`src/rtl/slc3_sequencer.sv`:
```
// ----------------------------------------------------------------------------
// slc3_sequencer
//   Instruction sequencer (ISDU) for the SLC-3 cpu. Walks each instruction
//   through fetch, decode and execute, and drives every datapath load, bus
//   gate, mux select, ALU and memory control.
//   ADD/AND/NOT/LDR/STR/BR/JMP/JSR/PSE are executed. Any other opcode returns
//   to fetch.
//   Each memory access holds mem_ena for a fixed MEM_WAIT cycles. When
//   USE_READY=1, the access instead lasts until mem_rdy is seen.
//
// Parameters
//   MEM_WAIT   cycles per memory access when USE_READY=0 (1..15)
//   USE_READY  1: accesses end on mem_rdy; MEM_WAIT is ignored
//   PAUSE_EN   1: PSE pauses (PAUSE1/PAUSE2); 0: PSE is a NOP
//
// Ports
//   clk, reset        clock; synchronous active-high reset
//   ir[15:0]          instruction register contents
//   ben               branch enable from the datapath
//   run_i             leaves HALTED
//   continue_i        pause release (level)
//   mem_rdy           memory access complete (USE_READY=1 only)
//   ld_*              register load strobes
//   gate_*            bus drivers, at most one high
//   pcmux, addr1_sel, addr2_sel, sr1_sel, dr_sel, sr2_sel, aluk
//                     datapath mux and ALU selects
//   mem_ena, mem_wr_ena, mio_en
//                     memory enable, memory write, MDR source
//                     (mio_en=1 selects memory)
//   halted_o          high while HALTED
// ----------------------------------------------------------------------------
module slc3_sequencer #(
   parameter int MEM_WAIT  = 3,
   parameter bit USE_READY = 1'b0,
   parameter bit PAUSE_EN  = 1'b1
) (
   input  logic        clk,
   input  logic        reset,
   input  logic [15:0] ir,
   input  logic        ben,
   input  logic        run_i,
   input  logic        continue_i,
   input  logic        mem_rdy,
   output logic        ld_mar,
   output logic        ld_mdr,
   output logic        ld_ir,
   output logic        ld_pc,
   output logic        ld_led,
   output logic        ld_ben,
   output logic        ld_reg,
   output logic        ld_cc,
   output logic        gate_pc,
   output logic        gate_mdr,
   output logic        gate_alu,
   output logic        gate_marmux,
   output logic [1:0]  pcmux,
   output logic        addr1_sel,
   output logic [1:0]  addr2_sel,
   output logic        sr1_sel,
   output logic        dr_sel,
   output logic        sr2_sel,
   output logic [1:0]  aluk,
   output logic        mem_ena,
   output logic        mem_wr_ena,
   output logic        mio_en,
   output logic        halted_o
);

   // Just wide enough to hold MEM_WAIT-1, so the counter can never wrap.
   localparam int                WCNT_W    = (MEM_WAIT > 1) ? $clog2(MEM_WAIT) : 1;
   localparam logic [WCNT_W-1:0] WCNT_LAST = WCNT_W'(MEM_WAIT - 1);

   typedef enum logic [4:0] {
      HALTED, S18, S33, S35, S32,
      S1, S5, S9,
      S6, S25, S27,
      S7, S23, S16,
      S4, S21, S12,
      S0, S22,
      PAUSE1, PAUSE2
   } state_e;

   state_e            state, next_state;
   logic [WCNT_W-1:0] wcnt;
   logic              in_wait;
   logic              mem_done;

   // The decoder only looks at the opcode and ir[5]. The other fields go to
   // the datapath directly.
   logic unused_ir;
   assign unused_ir = ^{ir[11:6], ir[4:0]};

   // S33 (fetch) and S25 (LDR) are read waits. S16 (STR) is the write wait.
   assign in_wait  = (state == S33) || (state == S25) || (state == S16);
   assign mem_done = USE_READY ? mem_rdy : (wcnt == WCNT_LAST);

   // State register and wait counter. The counter runs only inside a counted
   // wait and clears on the exit cycle. In ready mode it stays at zero.
   // NOTE: sequential state uses non-blocking assignments so that every
   // register samples pre-edge values, whatever the statement order.
   always_ff @(posedge clk) begin
      if (reset) begin
         state <= HALTED;
         wcnt  <= '0;
      end else begin
         state <= next_state;
         if (in_wait && !USE_READY && !mem_done)
            wcnt <= wcnt + 1'b1;
         else
            wcnt <= '0;
      end
   end

   // Next-state logic
   // NOTE: next_state takes a default before the case, so no path through
   // this block can leave it unassigned and infer a latch.
   always_comb begin
      next_state = state;
      unique case (state)
         HALTED:  if (run_i) next_state = S18;
         S18:     next_state = S33;
         S33:     if (mem_done) next_state = S35;
         S35:     next_state = S32;
         S32: begin
            case (ir[15:12])
               4'b0001: next_state = S1;
               4'b0101: next_state = S5;
               4'b1001: next_state = S9;
               4'b0110: next_state = S6;
               4'b0111: next_state = S7;
               4'b0100: next_state = S4;
               4'b1100: next_state = S12;
               4'b0000: next_state = S0;
               4'b1101: next_state = PAUSE_EN ? PAUSE1 : S18;
               default: next_state = S18;
            endcase
         end
         S1, S5, S9: next_state = S18;
         S6:      next_state = S25;
         S25:     if (mem_done) next_state = S27;
         S27:     next_state = S18;
         S7:      next_state = S23;
         S23:     next_state = S16;
         S16:     if (mem_done) next_state = S18;
         S4:      next_state = S21;
         S21:     next_state = S18;
         S12:     next_state = S18;
         S0:      next_state = ben ? S22 : S18;
         S22:     next_state = S18;
         PAUSE1:  if (continue_i) next_state = PAUSE2;
         PAUSE2:  if (!continue_i) next_state = S18;
         default: next_state = HALTED;
      endcase
   end

   // Output decode. Outputs depend only on the state, except ld_mdr during a
   // read wait: it marks the exit cycle, so MDR captures the final memory
   // data.
   always_comb begin
      ld_mar      = 1'b0;
      ld_mdr      = 1'b0;
      ld_ir       = 1'b0;
      ld_pc       = 1'b0;
      ld_led      = 1'b0;
      ld_ben      = 1'b0;
      ld_reg      = 1'b0;
      ld_cc       = 1'b0;
      gate_pc     = 1'b0;
      gate_mdr    = 1'b0;
      gate_alu    = 1'b0;
      gate_marmux = 1'b0;
      pcmux       = 2'b00;
      addr1_sel   = 1'b0;
      addr2_sel   = 2'b00;
      sr1_sel     = 1'b0;
      dr_sel      = 1'b0;
      sr2_sel     = 1'b0;
      aluk        = 2'b00;
      mem_ena     = 1'b0;
      mem_wr_ena  = 1'b0;
      mio_en      = 1'b0;
      halted_o    = 1'b0;
      unique case (state)
         HALTED: halted_o = 1'b1;
         S18: begin
            gate_pc = 1'b1;
            ld_mar  = 1'b1;
            ld_pc   = 1'b1;
         end
         S33, S25: begin
            mem_ena = 1'b1;
            mio_en  = 1'b1;
            ld_mdr  = mem_done;
         end
         S35: begin
            gate_mdr = 1'b1;
            ld_ir    = 1'b1;
         end
         S32: ld_ben = 1'b1;
         S1, S5, S9: begin
            sr1_sel  = 1'b1;
            sr2_sel  = ir[5];
            aluk     = (state == S1) ? 2'b00 : (state == S5) ? 2'b01 : 2'b10;
            gate_alu = 1'b1;
            ld_reg   = 1'b1;
            ld_cc    = 1'b1;
         end
         // LDR/STR effective address: base register + sext(offset6) into MAR.
         S6, S7: begin
            sr1_sel     = 1'b1;
            addr1_sel   = 1'b1;
            addr2_sel   = 2'b01;
            gate_marmux = 1'b1;
            ld_mar      = 1'b1;
         end
         S27: begin
            gate_mdr = 1'b1;
            ld_reg   = 1'b1;
            ld_cc    = 1'b1;
         end
         // STR source register ir[11:9] passes through the ALU into MDR.
         S23: begin
            aluk     = 2'b11;
            gate_alu = 1'b1;
            ld_mdr   = 1'b1;
         end
         S16: begin
            mem_ena    = 1'b1;
            mem_wr_ena = 1'b1;
         end
         S4: begin
            dr_sel  = 1'b1;
            gate_pc = 1'b1;
            ld_reg  = 1'b1;
         end
         S21: begin
            addr2_sel = 2'b11;
            pcmux     = 2'b10;
            ld_pc     = 1'b1;
         end
         S12: begin
            sr1_sel   = 1'b1;
            addr1_sel = 1'b1;
            pcmux     = 2'b10;
            ld_pc     = 1'b1;
         end
         S0: ;
         S22: begin
            addr2_sel = 2'b10;
            pcmux     = 2'b10;
            ld_pc     = 1'b1;
         end
         PAUSE1, PAUSE2: ld_led = 1'b1;
         default: ;
      endcase
   end

endmodule

```
`config.mk`:
```
export PLATFORM = sky130hd
export DESIGN_NAME = slc3_sequencer
export DESIGN_NICKNAME = d
export VERILOG_FILES = /design/src/rtl/slc3_sequencer.sv
export SDC_FILE = /design/constraint.sdc
export NUM_CORES = 1
export LEC_CHECK = 0
export CELL_PAD_IN_SITES_DETAIL_PLACEMENT = 1
export CELL_PAD_IN_SITES_GLOBAL_PLACEMENT = 2
export CORE_MARGIN = 3
export CORE_UTILIZATION = 19
export DETAILED_ROUTE_END_ITERATION = 10
export PLACE_DENSITY_LB_ADDON = 0.25
export SLEW_MARGIN = 5
export SYNTH_ARGS = -nofsm -noshare
export SYNTH_HDL_FRONTEND = slang
export SYNTH_SLANG_ARGS = --single-unit
```
`constraint.sdc`:
```
create_clock -name clk -period 1.7 [get_ports clk]
set_clock_uncertainty 0.2 [all_clocks]
set_input_delay 0.34 -clock clk [delete_from_list [all_inputs] [get_ports clk]]
set_output_delay 0.34 -clock clk [all_outputs]
set_load 0.005 [all_outputs]
```
==> results_dict.tcl <==
set metrics [dict create \
    firstDrtPassIters 4 \
    dp_cells 308 \
    cts_buffers 3 \
    grt_pass1_wl_um 9584 \
    multi_input_area_sq_mm 0.001280 \
    power.leakage_nw 1.171 \
    clockBufferDepth 2 \
    synth_seq_cells 7 \
    final_cells 350 \
    synth_area_per_cell_sq_um 6.548 \
    dp_hpwl_um 3823 \
    nNetsFinal 304 \
    slowest_delay_ns 0.35 \
    ys_types 50 \
    synthCells 167 \
    die_w_um 81.87 \
    grt_max_degree 13 \
    synthFlopType "dfxtp_1" \
    max_freq_mhz 475.7 \
    path_buf_inv 2 \
    power_frac_seq_pct 7.8 \
    rsz0062_at_grt "yes" \
    final_cell_mix "buf_4 (52), buf_6 (39), buf_2 (21)" \
    power.internal_w 0.002173 \
    clkLatencyLatePin_ns 0.23 \
    period_needed_ns 2.102 \
    criticalPathCategory "flop to primary output" \
    rows 26 \
    p_sw_w 0.001592 \
    antenna_cells 0 \
    synth_nets 190 \
    p_clk_share_pct 6.3 \
    ios 48 \
    cts_tree "done" \
    synth_top_area_share_pct 12.81 \
    ys_seq_area_share_pct 12.81 \
    combPwrFrac_pct 85.9 \
    synth_edf_count 0 \
    ir_worst_vdd_mv 0.4619 \
    clock_sinks 7 \
    power_w 0.003765 \
    track_usage_pct 18.66 \
    violations "negative setup slack" \
    hold-worst-slack_ns 0.3250 \
    register_area_sq_um 158.9 \
    cp-start-kind "flop" \
    vias 1786 \
    fin_util_pct 51.67 \
    status "finished, violations left" \
    path_max_fanout 8 \
    setup_violations 30 \
    core_sq_mm 0.005335 \
    hp-class "flop to flop" \
    cp.arrival_ns 1.56 \
    power_density_mw_per_mm2 1366 \
    cp.required_ns 1.16 \
    syn_to_final_growth_pct 152.1 \
    drt-vias-per-instance 5.103 \
    overflow 0 \
    crit_chain "buf_6 -> or2_4 -> o311a_1 -> o32ai_2 -> buf_2" \
    slowest_stage "dfxtp_4" \
    cp_top_family "compound AO/OA/AOI/OAI gates" \
    layout-drive-gt1-share_pct 72.86 \
    drt_iter0_markers 43 \
    end_kind "primary output" \
    grt_antenna_before_repair 0 \
    fillers 621 \
    wl_per_cell_um 18.74 \
    fin_crit_sh_pct 123.7 \
    switching_share_pct 42.29 \
    grt_pass1_vias 1868 \
    synth_warnings 0 \
    h-tree-depth 1 \
    ys_top_cells_by_area "dfxtp_1 (13%), a21oi_1 (6.4%), nor2_1 (5.8%)" \
    hold_viol 0 \
    drv_cap 0 \
    fp.dieH_um 81.87 \
    globalplace.congestion 0.8336 \
    yosys.area.top_type "dfxtp_1" \
    die-area_sq_mm 0.006702 \
    root_buffer "clkbuf_8" \
    synthArstFlopShare_pct 0 \
    slew_viol_final 0 \
    reg2reg_slack_ns -0.33 \
    clkTransAtPathRegs_ns 0.04 \
    drc_errors 0 \
    netlist_area_sq_mm 0.001094 \
    layout_commonest_cell "buf_4" \
    wl_um 6560 \
    portBuffers 34 \
    start_util_pct 20.50 \
    fin_ws_ns -0.4021 \
    antenna_left 0 \
]
cell families after synthesis:
family	Yosys count	share of synthesized area, %
simple gates	87	47.94
compound gates	45	26.66
buf+inv	25	10.30
flops	7	12.81
xor+xnor	1	0.8011
fa+ha+maj	1	1.144
other cells	1	0.3429
cell usage after synthesis, types with 3 or more instances:
library cell	instances
a211oi_1	3
a21oi_1	14
buf_2	12
clkbuf_1	4
dfxtp_1	7
inv_1	5
nand2_1	10
nand2b_1	9
nor2_1	17
nor2b_1	8
nor3_1	12
nor4bb_1	4
o21ai_0	8
o32ai_1	4
or4b_1	3
final cells by class:
type	instances	area share [%]
Sequential cell	7	5.765
Tap cell	70	3.177
Clock buffer	4	1.634
Timing Repair Buffer	128	41.90
Multi-Input combinational cell	135	46.44
Inverter	6	1.089
registers in the layout, summed over array words and instances (netlist names):
register and cells:
wcnt 2, state 5
repair_timing:
action,4_1_cts,5_1_grt
setup endpoints to repair,32,32
buffers inserted,27,15
pin swaps,29,25
resized for setup,219,39
hold buffers,0,0
path summary, 6_finish.rpt:
check,end,cells after the start,start
worst max register to register,state[1],5,state[0]
worst min-delay path,wcnt[0],2,wcnt[0]
worst max-delay path,sr1_sel,5,state[2]
worst min register to register,wcnt[0],2,wcnt[0]
metal layers:
layer  part of all wire [%]  wire length [um]  vias up  GRT usage [%]
met5                      0                 0        -              0
li1                       -                 -      846              -
met4                    2.0               131        0          3.987
met3                    1.8               120       10         0.7675
met1                     41              2694      893          20.94
met2                     55              3613       37          37.96
worst reg2reg max path, delay by kind of cell, from the launching register on:
kind	cells	cell delay, ns
AO/OA/AOI/OAI	1	0.22
flip-flops	1	0.38
AND/OR/NAND/NOR	3	0.97
buffers and inverters	1	0.15
power groups by stage:
| stage | Combinational [W] | Clock, W | Sequential, W |
|---|---|---|---|
| finish | 0.00323 | 0.000237 | 0.000293 |
| floorplan | 0.000955 | 0 | 0.000224 |
| global route | 0.00341 | 0.000251 | 0.000297 |
| global placement | 0.00183 | 0 | 0.000252 |
| CTS | 0.00275 | 0.000241 | 0.000284 |
| detailed placement | 0.00185 | 0 | 0.000259 |
stage by stage:
| stage | cell area, sq um | worst slack, ns | TNS, ns |
|---|---|---|---|
| 6_report | 2756 | -0.4021 | -7.097 |
| 3_3_place_gp | 1884 | -0.5455 | -12.83 |
| 4_1_cts | 2516 | -0.3636 | -6.320 |
| 5_1_grt | 2756 | -0.4537 | -8.545 |
| 3_5_place_dp | 1884 | -0.6086 | -13.96 |
| 2_1_floorplan | 1155 | -0.01726 | -0.03560 |
Power figures use the tool's default switching activity.
